## src/rtl/fir_ntap_csa.sv

```systemverilog
// fir_ntap_csa: N-tap moving-sum FIR with all coefficients equal to 1.
// The window sum is produced by a fully registered adder tree whose nodes
// are carry-skip adders. Inputs are valid-qualified. A fill counter tags
// only full windows as valid, and flush clears the window and all
// in-flight tags.
// Optional build macro: AVG_MODE_EN. When defined, s is the truncating
// mean (window sum >> log2(TAPS)). The shift is applied before the output
// register, so it adds no latency.

// Carry-skip adder with carry-in fixed at 0. The result is one bit wider
// than the operands. The last block is shorter when BLK does not divide W.
module fir_ntap_csa_cska #(
  parameter int W   = 16,
  parameter int BLK = 4
) (
  input  logic [W-1:0] x,
  input  logic [W-1:0] y,
  output logic [W:0]   sum
);
  localparam int NB = (W + BLK - 1) / BLK;

  logic [NB:0] blk_c;
  assign blk_c[0] = 1'b0;

  genvar gi, gj;
  for (gi = 0; gi < NB; gi++) begin : blk
    localparam int LO = gi * BLK;
    localparam int BW = ((W - LO) < BLK) ? (W - LO) : BLK;
    logic [BW-1:0] p;
    logic [BW-1:0] g;
    logic [BW:0]   rc;
    assign p     = x[LO +: BW] ^ y[LO +: BW];
    assign g     = x[LO +: BW] & y[LO +: BW];
    assign rc[0] = blk_c[gi];
    // Ripple carry inside the block.
    for (gj = 0; gj < BW; gj++) begin : bit_g
      assign rc[gj+1] = g[gj] | (p[gj] & rc[gj]);
    end
    assign sum[LO +: BW] = p ^ rc[BW-1:0];
    // If the whole block propagates, the block carry-in skips straight to the next block.
    assign blk_c[gi+1] = (&p) ? blk_c[gi] : rc[BW];
  end

  assign sum[W] = blk_c[NB];
endmodule

module fir_ntap_csa #(
  parameter int w        = 16,
  parameter int TAPS     = 4,
  parameter int SKIP_BLK = 4
) (
  input  logic                        clk,
  input  logic                        reset,
  input  logic [w-1:0]                a,
  input  logic                        a_valid,
  input  logic                        flush,
  output logic [w+$clog2(TAPS)-1:0]   s,
  output logic                        s_valid
);
  localparam int L  = $clog2(TAPS);
  localparam int OW = w + L;
  localparam int FW = $clog2(TAPS + 1);

  logic [TAPS*w-1:0] taps_q;   // tap 0 (newest) in the low bits
  logic [FW-1:0]     fill_q;
  logic [FW-1:0]     fill_base;
  logic [FW-1:0]     fill_next;
  logic              tag_next;
  logic [L:0]        vld_q;    // vld_q[k] travels with tree level k (0 = delay line)

  // Next fill count and full-window tag for the sample accepted this cycle.
  always_comb begin
    fill_base = flush ? '0 : fill_q;
    fill_next = fill_base;
    if (a_valid && (fill_base != FW'(TAPS)))
      fill_next = fill_base + 1'b1;
    tag_next = a_valid && (fill_next == FW'(TAPS));
  end

  // Delay line, fill counter and valid-tag pipe.
  always_ff @(posedge clk) begin
    if (reset) begin
      taps_q <= '0;
      fill_q <= '0;
      vld_q  <= '0;
    end else begin
      if (flush)
        taps_q <= a_valid ? {{((TAPS-1)*w){1'b0}}, a} : '0;
      else if (a_valid)
        taps_q <= {taps_q[(TAPS-1)*w-1:0], a};
      fill_q <= fill_next;
      vld_q  <= flush ? {{L{1'b0}}, tag_next} : {vld_q[L-1:0], tag_next};
    end
  end

  genvar gi, gj;
  for (gi = 1; gi <= L; gi++) begin : lvl
    localparam int IW = w + gi - 1;     // operand width at this level
    localparam int NN = TAPS >> gi;     // node count at this level
    logic [2*NN*IW-1:0]     in_c;
    logic [NN*(IW+1)-1:0]   sum_c;
    logic [NN*(IW+1)-1:0]   data_q;

    if (gi == 1) begin : src_taps
      assign in_c = taps_q;
    end else begin : src_prev
      assign in_c = lvl[gi-1].data_q;
    end

    for (gj = 0; gj < NN; gj++) begin : node
      fir_ntap_csa_cska #(.W(IW), .BLK(SKIP_BLK)) u_add (
        .x   (in_c[(2*gj)*IW +: IW]),
        .y   (in_c[(2*gj+1)*IW +: IW]),
        .sum (sum_c[gj*(IW+1) +: IW+1])
      );
    end

    if (gi < L) begin : mid
      // Intermediate tree register: free-running, its validity is carried by vld_q.
      always_ff @(posedge clk) begin
        if (reset) data_q <= '0;
        else       data_q <= sum_c;
      end
    end else begin : last
      logic [NN*(IW+1)-1:0] out_val;
`ifdef AVG_MODE_EN
      assign out_val = sum_c >> L;
`else
      assign out_val = sum_c;
`endif
      // Output register: loads only full-window results, otherwise holds.
      always_ff @(posedge clk) begin
        if (reset)                     data_q <= '0;
        else if (vld_q[L-1] && !flush) data_q <= out_val;
      end
    end
  end

  assign s       = lvl[L].data_q[OW-1:0];
  assign s_valid = vld_q[L];
endmodule
```

## config.mk

```make
export PLATFORM = sky130hd
export DESIGN_NAME = fir_ntap_csa
export DESIGN_NICKNAME = d
export VERILOG_FILES = /design/src/rtl/fir_ntap_csa.sv
export SDC_FILE = /design/constraint.sdc
export NUM_CORES = 1
export LEC_CHECK = 0
export BUFFER_PORTS_ARGS = -buffer_cell sky130_fd_sc_hd__buf_2
export CAP_MARGIN = 0
export CORE_UTILIZATION = 40
export CTS_CLUSTER_SIZE = 40
export DETAILED_ROUTE_END_ITERATION = 10
export GPL_TIMING_DRIVEN = 0
export HOLD_SLACK_MARGIN = 0.06
export PLACE_DENSITY = 0.54
export SLEW_MARGIN = 30
export SYNTH_ARGS = -nofsm -noshare
export SYNTH_HDL_FRONTEND = slang
export SYNTH_SLANG_ARGS = --single-unit
export TNS_END_PERCENT = 50
```

## constraint.sdc

```tcl
create_clock -name clk -period 15.4 [get_ports clk]
set_input_delay 1.54 -clock clk [delete_from_list [all_inputs] [get_ports clk]]
set_output_delay 1.54 -clock clk [all_outputs]
set_load 0.01 [all_outputs]
```

# Word level (Yosys, flattened, before mapping)
# Cells that the tools add are included.
# Widths: inputs -> output; s select.
# word_totals
wordCells	176
regBits	122
input_bits	20
# op_classes
muxes	18
eq_ne	2
reduce_logical	18
bitwise	131
n_addsub	1
# op_table
operator	n
$mux 64	2
$xor 4x4->4	24
$and 4x4->4	12
$reduce_and 4->1	12
$and 1x1->1	47
$or 1x1->1	46
$mux 16	1
$mux 1	13
$mux 3	2
$add 3x1->3 const B	1
$eq 3x3->1 const B	1
$logic_and 1x1->1	3
$ne 3x3->1 const B	1
$reduce_bool 2->1	1
$reduce_or 2->1	1
$xor 1x1->1	2
$logic_not 1->1	1

# Logic depth before layout (Yosys ltp)
# depth
ltp_word	38
mapped_depth	29
mapped_depth_nobuf	29

# Hierarchy
# From an unflattened synthesis, not the netlist that was laid out.
# hier_totals
cells_unflattened	557
hier_area_um2	6017.0
# modules_own_cells
module	cells_per_inst	area_per_inst_um2	n_inst	seq_area_each_um2
fir_ntap_csa	409	4172.8	1	2442.3
fir_ntap_csa_cska at lvl[1].node[0].u_add ...	49	608.1	2	0.0
fir_ntap_csa_cska at lvl[2].node[0].u_add	50	628.1	1	0.0

# Worst setup path after synthesis
# OpenSTA, ideal clock, no wires.
# synth_timing
kind	register to register
startpoint	register lvl[1].data_q[0]
endpoint	register lvl[2].data_q[16], in the netlist s[16]
n_path_buf	0
path_slack_ps	8074
setup_ps	66
synth_period_minus_slack_ps	7326
stages_incl_launch_ff	30
t_arrival_ps	7259
path_cell_list	dfxtp_1 -> ha_1 -> fa_1 -> fa_1 -> fa_1 -> inv_1 -> a41oi_1 -> fa_1 -> fa_1 -> fa_1 -> fa_1 -> mux2i_1 -> inv_1 -> fa_1 -> fa_1 -> fa_1 -> fa_1 -> nor2_1 -> a21oi_1 -> fa_1 -> fa_1 -> fa_1 -> inv_1 -> fa_1 -> nand2_1 -> o31ai_1 -> a21oi_1 -> fa_1 -> nand2_1 -> a21oi_2
# synth_between
elab_chain_len	36
# synth_lines
element	line	text
start: declaration	102	logic [NN*(IW+1)-1:0] data_q;
start signal: assignment	122	else data_q <= sum_c;
$and 4x4->4	33	assign g = x[LO +: BW] & y[LO +: BW];
$and 1x1->1	37	assign rc[gj+1] = g[gj] | (p[gj] & rc[gj]);
$or 1x1->1	37	
$and 1x1->1	37	
$or 1x1->1	37	
$and 1x1->1	37	
$or 1x1->1	37	
$mux 1 (*)	41	assign blk_c[gi+1] = (&p) ? blk_c[gi] : rc[BW];
(+21 left out)	-	
$or 1x1->1	37	
$and 1x1->1	37	
$or 1x1->1	37	
$and 1x1->1	37	
$or 1x1->1	37	
$mux 1 (*)	41	
$xor 1x1->1 (*)	39	assign sum[LO +: BW] = p ^ rc[BW-1:0];
named net lvl[2].last.out_val[16]	125	logic [NN*(IW+1)-1:0] out_val;
end signal: assignment	134	else if (vld_q[L-1] && !flush) data_q <= out_val;
end: declaration	102	
# Mark *: on every way through the listed nets, which the timed path passes. The rest lies on a longest branch.
# A chain may end at the register's enable or synchronous reset.

# Worst setup path after layout
# Ends and elaborated chain as after synthesis.

==> impl_metrics.json <==
{
  "yosysTopAreaCellShare": 0.404,
  "peakVddDrop_v": 0.0000720,
  "numPortBuffers": 38,
  "yosysTopAreaCell": "dfxtp_1",
  "netlist_area_um2": 6040,
  "cts_buffer_depth": 2,
  "cts-htree-levels": 4,
  "required_ns": 15.74,
  "r2r_end": "s[16]",
  "num_vias": 3712,
  "synthTopCellsByCount": "dfxtp_1 (122), nor2_1 (75), mux2i_1 (51)",
  "min_path_cells": 2,
  "critPathMaxStageDelay_ns": 0.50,
  "yosysMostFrequentCell": "dfxtp_1",
  "area_delta_synth_final_pct": 17.4,
  "status": "finished, violations left",
  "antenna_cells": 0,
  "ys_ff_latch": 122,
  "cts_sinks": 122,
  "powerDensity_nw_per_um2": 111,
  "grt_pass1_vias": 3945,
  "violations": "design-rule violations",
  "clock_latency_ns": 0.41,
  "ys_seq_area_frac": 0.404,
  "track_usage": 0.166,
  "instances_no_fill": 802,
  "reg2reg_depth": 29,
  "skew_ns": 0.00740,
  "n_fill_cell": 1363,
  "final_nets": 722,
  "post-route-util": 0.484,
  "synth_edf_count": 0,
  "syn_nets": 665,
  "hold_viol": 0,
  "crit_start": "lvl[1].data_q[0]",
  "path_clk_slew_ns": 0.05,
  "initial_core_util": 0.412,
  "start_kind": "flip-flop",
  "cts-root-buf": "clkbuf_16",
  "grt_max_degree": 17,
  "multi_input_area_um2": 3370,
  "async_reset_ff_frac": 0,
  "num_io_pins": 39,
  "rrSetupSlack_ns": 7.53,
  "finalSetupTns_ns": 0,
  "yosys_warnings": 0,
  "seqCellArea_um2": 2440,
  "crit_buf_inv": 3,
  "synth_cells": 549,
  "relSlewSlack": 0.554,
  "hpwl_um": 9280,
  "path_max_fanout": 3,
  "worstMarginPinSlew_ns": 0.669,
  "die_x_um": 125,
  "antenna_found_initial": 0,
  "cts_resized": 0,
  "cpMostUsedCell": "fa_1",
  "post_cts_buffers": 0,
  "cap_violations": 0,
  "hold_buffers": 0,
  "cp_top_family": "adder cells",
  "rsz0062_at_grt": "false",
  "hold_path.startpoint": "vld_q[0]",
  "synth_ff_type": "dfxtp_1",
  "leakage_uw": 0.00332,
  "post-route-period-util": 0.511,
  "critPathKind": "flip-flop to flip-flop",
  "die-area_um2": 15600,
  "slowest_stage": "fa_1",
  "die_y_um": 125,
  "placedCellCount": 771,
  "rows": 44,
  "syn_avg_cell_area_um2": 11.0,
  "postRouteAntennaNets": 0,
  "drive_above_1_share": 0.193,
  "setup.worst_path.end_class": "flip-flop",
  "min_to": "vld_q[1]",
  "synth_area_leaders": "dfxtp_1 (40%), fa_1 (15%), ha_1 (10%)",
  "drc_errors": 6,
  "fmax_ghz": 0.127,
  "arrival_ns": 8.21,
  "wl_um": 11700,
  "coreArea_um2": 14600,
  "wl_per_cell_um": 14.6,
  "synth_cell_types": 38,
  "min_period_ns": 7.87,
  "reg2reg_from": "lvl[1].data_q[0]",
  "drt_pass1_iterations": 7,
  "cts_tree": "done",
  "grt_pass1_wl_um": 19600,
  "gp_congestion": 0.779,
  "slew_viol_final": 0,
  "routed_via_density": 4.63,
  "worstHoldPathType": "flip-flop to flip-flop",
  "setup_viol": 0,
  "cts_buffers": 17,
  "overflow": 0,
  "initialDrtViolationCount": 109
}
## placed cells by master (no fill, tap or decap), drive strengths merged, types with 6 or more instances in the layout
master | Yosys | layout
nand2 | 37 | 37
dfxtp | 122 | 122
nor2b | 31 | 31
nor3b | 17 | 17
fa | 46 | 46
nor2 | 77 | 77
a21oi | 35 | 35
mux2i | 51 | 51
clkbuf | 8 | 32
nand2b | 6 | 6
inv | 15 | 15
buf | 21 | 59
ha | 50 | 50
nand4 | 9 | 9
## area by class of cell
type	count	area share
multi-input combinational	383	0.476
sequential	122	0.345
clock buffer	24	0.0694
tap	184	0.0325
timing repair buffer	38	0.0268
buffer	29	0.0233
clock inverter	7	0.0194
inverter	15	0.00794
## metal layers
metal | vias to the layer above | track usage | wire (um)
met5 | - | 0 | 0
met4 | 0 | 0.0753 | 230
met3 | 18 | 0.0425 | 331
met2 | 60 | 0.268 | 5290
met1 | 1730 | 0.209 | 5870
li1 | 1904 | - | -
## tightest hold or removal path, cell delays in order (launching register included)
cell,delay [ns]
dfxtp_1,0.29
inv_1,0.04
nor2_1,0.03
## where the power goes
part / switching (uW) / internal, uW
logic: 20.4 / 15.1
registers: 5.56 / 321
clock network: 135 / 286
## kinds of logic (layout without fill, tap and decap cells)
| family | Yosys count | after routing | synth area share |
|---|---|---|---|
| flops | 122 | 122 | 0.404 |
| xor+xnor | 1 | 1 | 0.00145 |
| mux | 53 | 53 | 0.0883 |
| fa+ha+maj | 96 | 96 | 0.256 |
| simple gates | 190 | 190 | 0.166 |
| compound gates | 43 | 43 | 0.0470 |
| buf+inv | 44 | 113 | 0.0367 |
## how the worst max path moves through the flow
stage / cells past startpoint / endpoint / slack (ns)
2_1_floorplan: 29 / s[16] / 8.07
3_3_place_gp: 29 / s[16] / 7.62
3_5_place_dp: 29 / s[16] / 7.45
4_1_cts: 29 / s[16] / 7.42
5_1_grt: 29 / s[16] / 7.11
6_report: 29 / s[16] / 7.53
## sequential cells by signal (all words and copies together) (netlist names)
register    count
fill_q          3
vld_q           3
lvl.data_q     34
lvl.in_c       64
s              18
## metrics by stage
step / total power, uW / hold slack [ns] / cell area (um2) / setup slack (ns)
after floorplan: 356 / 0.394 / 6040 / 8.07
after global routing: 815 / 0.423 / 7090 / 7.11
after detailed placement: 369 / 0.402 / 6460 / 7.45
after CTS: 795 / 0.411 / 7090 / 7.42
after global placement: 368 / 0.400 / 6460 / 7.62
final: 784 / 0.406 / 7090 / 7.53
Power figures use the tool's default switching activity.
